`config.mk`:
```
export PLATFORM = sky130hd
export DESIGN_NAME = muldiv_wb_arbiter
export DESIGN_NICKNAME = d
export VERILOG_FILES = /design/src/rtl/muldiv_wb_arbiter.sv
export SDC_FILE = /design/constraint.sdc
export NUM_CORES = 1
export LEC_CHECK = 0
export BUFFER_PORTS_ARGS = -buffer_cell sky130_fd_sc_hd__buf_4
export CORE_ASPECT_RATIO = 0.5
export CORE_MARGIN = 2
export CORE_UTILIZATION = 46
export DETAILED_ROUTE_END_ITERATION = 10
export PLACE_DENSITY = 0.87
export SYNTH_ARGS = -nofsm -noshare
export SYNTH_HDL_FRONTEND = slang
export SYNTH_SLANG_ARGS = --single-unit
export TNS_END_PERCENT = 30
```
`constraint.sdc`:
```
create_clock -name clk -period 2.4 [get_ports clk]
set_input_delay 0.48 -clock clk [delete_from_list [all_inputs] [get_ports clk]]
set_output_delay 0.48 -clock clk [all_outputs]
set_load 0.05 [all_outputs]
```
`src/rtl/muldiv_wb_arbiter.sv`:
```
// Writeback port arbiter between the non-stallable multiplier and the iterative divider.
// Redirect-younger results are killed; a starvation FSM throttles multiplier issue.
module muldiv_wb_arbiter #(
  parameter int DATA_W       = 32,
  parameter int PREG_W       = 6,
  parameter int ROB_W        = 5,
  parameter int STARVE_LIMIT = 8
) (
  input  logic              clk,
  input  logic              rst,
  input  logic              mul_valid,
  input  logic              mul_we,
  input  logic [PREG_W-1:0] mul_rd,
  input  logic [ROB_W:0]    mul_rob,
  input  logic [DATA_W-1:0] mul_data,
  input  logic              div_valid,
  output logic              div_ready,
  input  logic              div_we,
  input  logic [PREG_W-1:0] div_rd,
  input  logic [ROB_W:0]    div_rob,
  input  logic [DATA_W-1:0] div_data,
  input  logic              redirect,
  input  logic [ROB_W:0]    redirect_idx,
  output logic              wb_valid,
  output logic              wb_we,
  output logic [PREG_W-1:0] wb_rd,
  output logic [ROB_W:0]    wb_rob,
  output logic [DATA_W-1:0] wb_data,
  output logic              wb_src,
  output logic              mul_issue_block
);

  localparam int CNT_W = $clog2(STARVE_LIMIT + 1);
  localparam logic [CNT_W-1:0] LIMIT_M1 = CNT_W'(STARVE_LIMIT - 1);
  localparam logic [CNT_W-1:0] CNT_ONE  = CNT_W'(1);

  typedef enum logic [1:0] {
    ST_IDLE  = 2'd0,
    ST_WAIT  = 2'd1,
    ST_BLOCK = 2'd2
  } state_t;

  // The MSB flips on each ROB wrap, so a differing MSB inverts the index compare.
  function automatic logic older(input logic [ROB_W:0] a, input logic [ROB_W:0] b);
    logic res;
    if (a[ROB_W] == b[ROB_W]) res = (a[ROB_W-1:0] < b[ROB_W-1:0]);
    else                      res = (a[ROB_W-1:0] > b[ROB_W-1:0]);
    return res;
  endfunction

  logic kill_mul_p0;
  logic kill_div_p0;
  logic mul_live_p0;
  logic div_live_p0;
  logic div_blocked_p0;

  state_t           state;
  state_t           state_next;
  logic [CNT_W-1:0] cnt;
  logic [CNT_W-1:0] cnt_next;

  // Stage p0: flush and arbitration, all combinational
  assign kill_mul_p0    = redirect & ~older(mul_rob, redirect_idx);
  assign kill_div_p0    = redirect & ~older(div_rob, redirect_idx);
  assign mul_live_p0    = mul_valid & ~kill_mul_p0;
  assign div_live_p0    = div_valid & ~kill_div_p0;
  assign div_ready      = div_valid & (kill_div_p0 | ~mul_live_p0);
  assign div_blocked_p0 = div_valid & ~div_ready;

  // Stage p1: registered writeback port
  always_ff @(posedge clk or negedge rst) begin
    if (!rst) begin
      wb_valid <= 1'b0;
      wb_we    <= 1'b0;
      wb_rd    <= '0;
      wb_rob   <= '0;
      wb_data  <= '0;
      wb_src   <= 1'b0;
    end else begin
      wb_valid <= mul_live_p0 | div_live_p0;
      if (mul_live_p0) begin
        wb_we   <= mul_we;
        wb_rd   <= mul_rd;
        wb_rob  <= mul_rob;
        wb_data <= mul_data;
        wb_src  <= 1'b0;
      end else if (div_live_p0) begin
        wb_we   <= div_we;
        wb_rd   <= div_rd;
        wb_rob  <= div_rob;
        wb_data <= div_data;
        wb_src  <= 1'b1;
      end
    end
  end

  always_ff @(posedge clk or negedge rst) begin
    if (!rst) begin
      state <= ST_IDLE;
      cnt   <= '0;
    end else begin
      state <= state_next;
      cnt   <= cnt_next;
    end
  end

  always_comb begin
    state_next = state;
    cnt_next   = cnt;
    case (state)
      ST_IDLE: begin
        if (div_blocked_p0) begin
          state_next = (STARVE_LIMIT == 1) ? ST_BLOCK : ST_WAIT;
          cnt_next   = CNT_ONE;
        end
      end
      ST_WAIT: begin
        if (!div_blocked_p0) begin
          state_next = ST_IDLE;
          cnt_next   = '0;
        end else if (cnt == LIMIT_M1) begin
          state_next = ST_BLOCK;
        end else begin
          cnt_next = cnt + CNT_ONE;
        end
      end
      ST_BLOCK: begin
        if (!div_blocked_p0) begin
          state_next = ST_IDLE;
          cnt_next   = '0;
        end
      end
      default: begin
        state_next = ST_IDLE;
        cnt_next   = '0;
      end
    endcase
  end

  // Pure state decode keeps the throttle glitch-free and clears on async reset.
  assign mul_issue_block = (state == ST_BLOCK);

endmodule

```
* Yosys cells after proc, flatten, opt, wreduce, memory -nomap -nowiden
Cells that the tools add are included.
** Word-level totals
- RAM bits :: 0
- Latch bits :: 0
- Output and inout port bits :: 49
- Logic and storage cells :: 62
- Memories kept :: 0
- Bits in read-only memories :: 0
- Input bits :: 101
- Register bits after elaboration :: 53
** Cells by class
- Reduce and logical (&&, ||, !) cells :: 4
- $add $sub $neg :: 1
- Multiply operators :: 0
- Bitwise logic cells :: 14
- Shifts and indexed selects :: 0
- Div/mod/pow operators :: 0
- Mux-type cells :: 22
- $lt $le $gt $ge :: 4
- Equal/unequal tests :: 9
** Operators with widths (count)
- $mux 32 :: 2
- $mux 6 :: 4
- $mux 4 :: 4
- $pmux 4 s3 :: 1
- $gt 5x5->1 :: 2
- $lt 5x5->1 :: 2
- $mux 2 :: 4
- $and 1x1->1 :: 6
- $mux 1 :: 6
- $ne 3x3->1 const B :: 2
- $not 1->1 :: 6
- $pmux 2 s3 :: 1
- $reduce_and 3->1 :: 2
- $add 4x1->4 const B :: 1
- $eq 4x3->1 const B :: 1
- $ne 2x2->1 const B :: 2
- $eq 1x1->1 :: 2
- $eq 2x1->1 const B :: 1
- $eq 2x2->1 const B :: 1
- $logic_not 2->1 :: 1
- $or 1x1->1 :: 2
- $reduce_bool 2->1 :: 1

* Longest topological paths before layout
- Depth after elaboration :: 13
- Depth in mapped cells :: 10
- Gate-level depth less buffers :: 9

* Worst setup path after synthesis
No wires, ideal clock.
- Path kind :: input -> output
- Start point :: input port redirect_idx[2]
- End point :: output port div_ready
- Cell stages on the path :: 8
- Arrival :: 2.089 ns
- Setup slack :: -0.169 ns
- Path through :: inv_1 -> ha_1 -> a211oi_1 -> o221ai_1 -> mux2i_1 -> o21ai_2 -> buf_6 -> o21a_1
** On the way
- Longest elaborated chain between the ends :: 9
- Elaborated cells on any way between the ends :: 15
- Classes of those cells :: order compare (4); mux (2); bitwise (9)
** Ends and longest elaborated chain
- start, declared :: line 23 : input logic [ROB_W:0] redirect_idx,
- $gt 5x5->1 / $lt 5x5->1 (equally long branches) :: line 47, 46
- $mux 1 :: line 46 : if (a[ROB_W] == b[ROB_W]) res = (a[ROB_W-1:0] < b[ROB_W-1:0]);
- $not 1->1 :: line 63 : assign kill_mul_p0 = redirect & ~older(mul_rob, redirect_idx);
- $and 1x1->1 :: line 63
- $not 1->1 :: line 65 : assign mul_live_p0 = mul_valid & ~kill_mul_p0;
- $and 1x1->1 :: line 65
- $not 1->1 :: line 67 : assign div_ready = div_valid & (kill_div_p0 | ~mul_live_p0);
- $or 1x1->1 (*) :: line 67
- $and 1x1->1 (*) :: line 67
- end, declared :: line 17 : output logic div_ready,
Mark *: on every way between the ends. The rest lies on a longest branch, timed or not.

* Worst setup path after layout
- Start point :: input port div_rob[4]
- End point :: output port div_ready
** On the way
- Longest elaborated chain between the ends :: 6
- Elaborated cells on any way between the ends :: 7
- Classes of those cells :: order compare (2); mux (1); bitwise (4)
** Ends and longest elaborated chain
- start, declared :: line 20 : input logic [ROB_W:0] div_rob,
- $gt 5x5->1 / $lt 5x5->1 (equally long branches) :: line 47, 46
- $mux 1 (*) :: line 46
- $not 1->1 (*) :: line 64 : assign kill_div_p0 = redirect & ~older(div_rob, redirect_idx);
- $and 1x1->1 (*) :: line 64
- $or 1x1->1 (*) :: line 67
- $and 1x1->1 (*) :: line 67
Marked as above.

==> run metrics <==
Vias 2722; IO Pins 150; number of CTS-inserted buffers 5; largest net degree at the start of global routing 54; # clock sinks 53; Finish-stage setup viols 1; Startpoint Class primary input; diode count 0; synth top area cells dfrtp_1 (45%), mux2i_1 (16%), a21oi_1 (6.9%), nor2_1 (6.5%), ha_1 (4.7%); outcome complete, but fails checks; Psw around 0.0013 W; overall routing resource usage 24.89%; crit path max fanout 3; Net count, final 553; Wirelength per Cell between 15 and 20 um; clock share of power 24.8%; Max Clock Freq roughly 0.4 GHz; Placed Cells 519; port bufs 149; final setup TNS -78.57 ps; cell row count 20; async set-reset flop share out of synthesis 100.0%; Worst-Skew Late Latency ~300 ps; final worst setup slack -78.57 ps; DPL Wire Length 5941 um; worst slew margin relative to its limit 53.81%; die area 0.007124 mm^2; Yosys warning count 0; number of max-cap violations 0; Post-DRT Antenna Nets 0; worst-margin pin slew 692.8 ps; vias in the first global route 2823; most frequent cell after synthesis dfrtp_1; type of the most critical hold path primary input to asynchronous set/reset pin; critical path arrival 2000 ps; first-pass GRT wire length 13720 um; Crit Path Category primary input to output pin; Final min period 2479 ps; Root Buffer Master clkbuf_16; starting density of the core 48.22%; Die Width 117.4 um; vias per inst 5.136; Detailed Routing Iterations Pass 1 4; clock skew 0.7634 ps; part of the cycle the worst path needs 103.3%; worst reg2reg endpoint cnt[0]; Post-Synthesis Cells 282; # H-tree levels 2; Sequential Power Share 33.5%; DRC errors left 0; r2r setup slk about 920 ps; Max IR drop VDD 296.7 uV; Seq cells post-synth 53; Netlist cell types 39; Initial DRC Count 154; endpoint class of the critical path output pin; # hold bufs at CTS 0; syn_area_per_cell 10.48 um^2; worst r2r src cnt[1]; CTS tree built; Crit path required time 1920 ps; R2R depth 5; core area between 0.006 and 0.007 mm^2; cell accounting for the most synthesized area dfrtp_1; initial antenna violation count 0; Routed WL 8994 um; final cell count without fillers 530; Comb pwr share 41.7%; GP Congestion 0.8113; Pint 0.002064 W; Final Hold Fails 0; Synth top area share 44.86%; RSZ-0062 raised after global routing true; Post-synth EDFFs 0; CTS clk-pin slew, worst paths 70 ps; Synth Flop Type dfrtp_1; die height 60.69 um; Net Count, Synth approximately 390; top post-synthesis cells by count dfrtp_1 (53), nor2_1 (51), mux2i_1 (47); Max Slew Vio Count 0; synthesized area 0.002957 mm^2; P_leak roughly 2.2 nW; dpl ws -217.4 ps; Area Overhead vs Synth 52.86%; power density over cell area roughly 740 mW/mm^2; share of layout cells above drive strength 1 46.38%; failing checks setup timing; share of the yosys chip area belonging to registers 44.86%; Final Core Density 73.71%; Remaining Overflow, GRT 0; filler cell count ~410; Bufs on Longest Clock Path 2; Switching Fraction 38.57%
-- layout make-up --
| class | instances | area [um^2] | area share, % |
|---|---|---|---|
| Clock buffer | 5 | 125.1 | 2.769 |
| Tap cell | 88 | 110.1 | 2.436 |
| Inverter | 12 | 57.56 | 1.274 |
| Sequential cell | 53 | 1326 | 29.35 |
| Timing Repair Buffer | 167 | 1345 | 29.76 |
| Clock inverter | 3 | 43.79 | 0.9690 |
| Multi-Input combinational cell | 202 | 1511 | 33.44 |
-- metrics by stage --
step                hold WS, ps  cell area (um^2)  total power, W
global placement          476.2              4153        0.002435
detailed placement        484.9              4153        0.002468
floorplan                 184.4              2964        0.002011
CTS                       250.0              4513        0.003356
finish                    215.7              4519        0.003360
global route              279.2              4519        0.003494
-- worst max-delay path: stages --
cell	delay (ps)
buf_4	130
ha_4	270
nand3_2	90
o21bai_4	190
a211o_2	300
and3_4	160
o21a_4	220
buf_8	140
-- how the worst max path moves through the flow --
stage | from | endpoint | slack, ps | depth (start not counted)
2_1_floorplan | redirect_idx[2] | div_ready | 30 | 8
3_3_place_gp | div_rob[4] | div_ready | -190 | 8
3_5_place_dp | redirect_idx[4] | div_ready | -220 | 9
4_1_cts | redirect_idx[3] | div_ready | -60 | 9
5_1_grt | div_rob[4] | div_ready | -100 | 8
6_report | div_rob[4] | div_ready | -80 | 8
-- power by group through the flow --
stage	Combinational, W	Clock (W)	Sequential (W)
after floorplan	0.000402	0	0.00161
after global placement	0.00131	0	0.00113
after detailed placement	0.00133	0	0.00114
after CTS	0.00138	0.000853	0.00112
after global routing	0.00147	0.000884	0.00114
final	0.00140	0.000832	0.00113
-- state kept, by name, summed over array words and instances, names as in the netlist --
| name | count |
|---|---|
| cnt | 4 |
| state | 2 |
| wb_src | 1 |
| wb_data | 32 |
| wb_we | 1 |
| wb_rob | 6 |
| wb_valid | 1 |
| wb_rd | 6 |
-- timing repair --
| item | 4_1_cts | 5_1_grt |
|---|---|---|
| resized for setup | 34 | 3 |
| endpoints found under the setup margin | 1 | 8 |
| buffers inserted | 3 | 0 |
| pin swaps | 12 | 5 |
-- cells by family (layout without fill, tap and decap cells) --
logic type,after synthesis,in the layout,share of synthesized area (%)
compound gates,65,65,13.75
xor+xnor,2,2,0.5926
fa+ha+maj,11,11,4.655
buf+inv,27,187,8.633
flops,53,53,44.86
mux,47,47,15.91
simple gates,77,77,11.60
-- routing by layer --
layer	up-vias	routed length [um]	track usage, %
met5	-	0	0
met3	18	347	5.263
met2	92	4900	49.87
li1	1307	-	-
met4	0	208	9.811
met1	1305	3537	27.11
-- layout by cell type, fill, tap and decap left out, types with 3 or more instances in the layout --
| master | netlist | layout |
|---|---|---|
| nand3_1 | 7 | 6 |
| dfrtp_1 | 53 | 53 |
| nand2_1 | 5 | 5 |
| buf_12 | 5 | 4 |
| ha_4 | 0 | 6 |
| buf_6 | 1 | 7 |
| a21oi_2 | 7 | 8 |
| inv_4 | 0 | 3 |
| mux2i_1 | 47 | 46 |
| clkbuf_16 | 0 | 5 |
| nand4_1 | 3 | 3 |
| buf_4 | 1 | 154 |
| o21ai_0 | 4 | 3 |
| inv_1 | 12 | 8 |
| nor2_1 | 51 | 51 |
| a21oi_1 | 41 | 40 |
| ha_1 | 11 | 5 |
No activity file was read; power rests on OpenSTA's default activity.
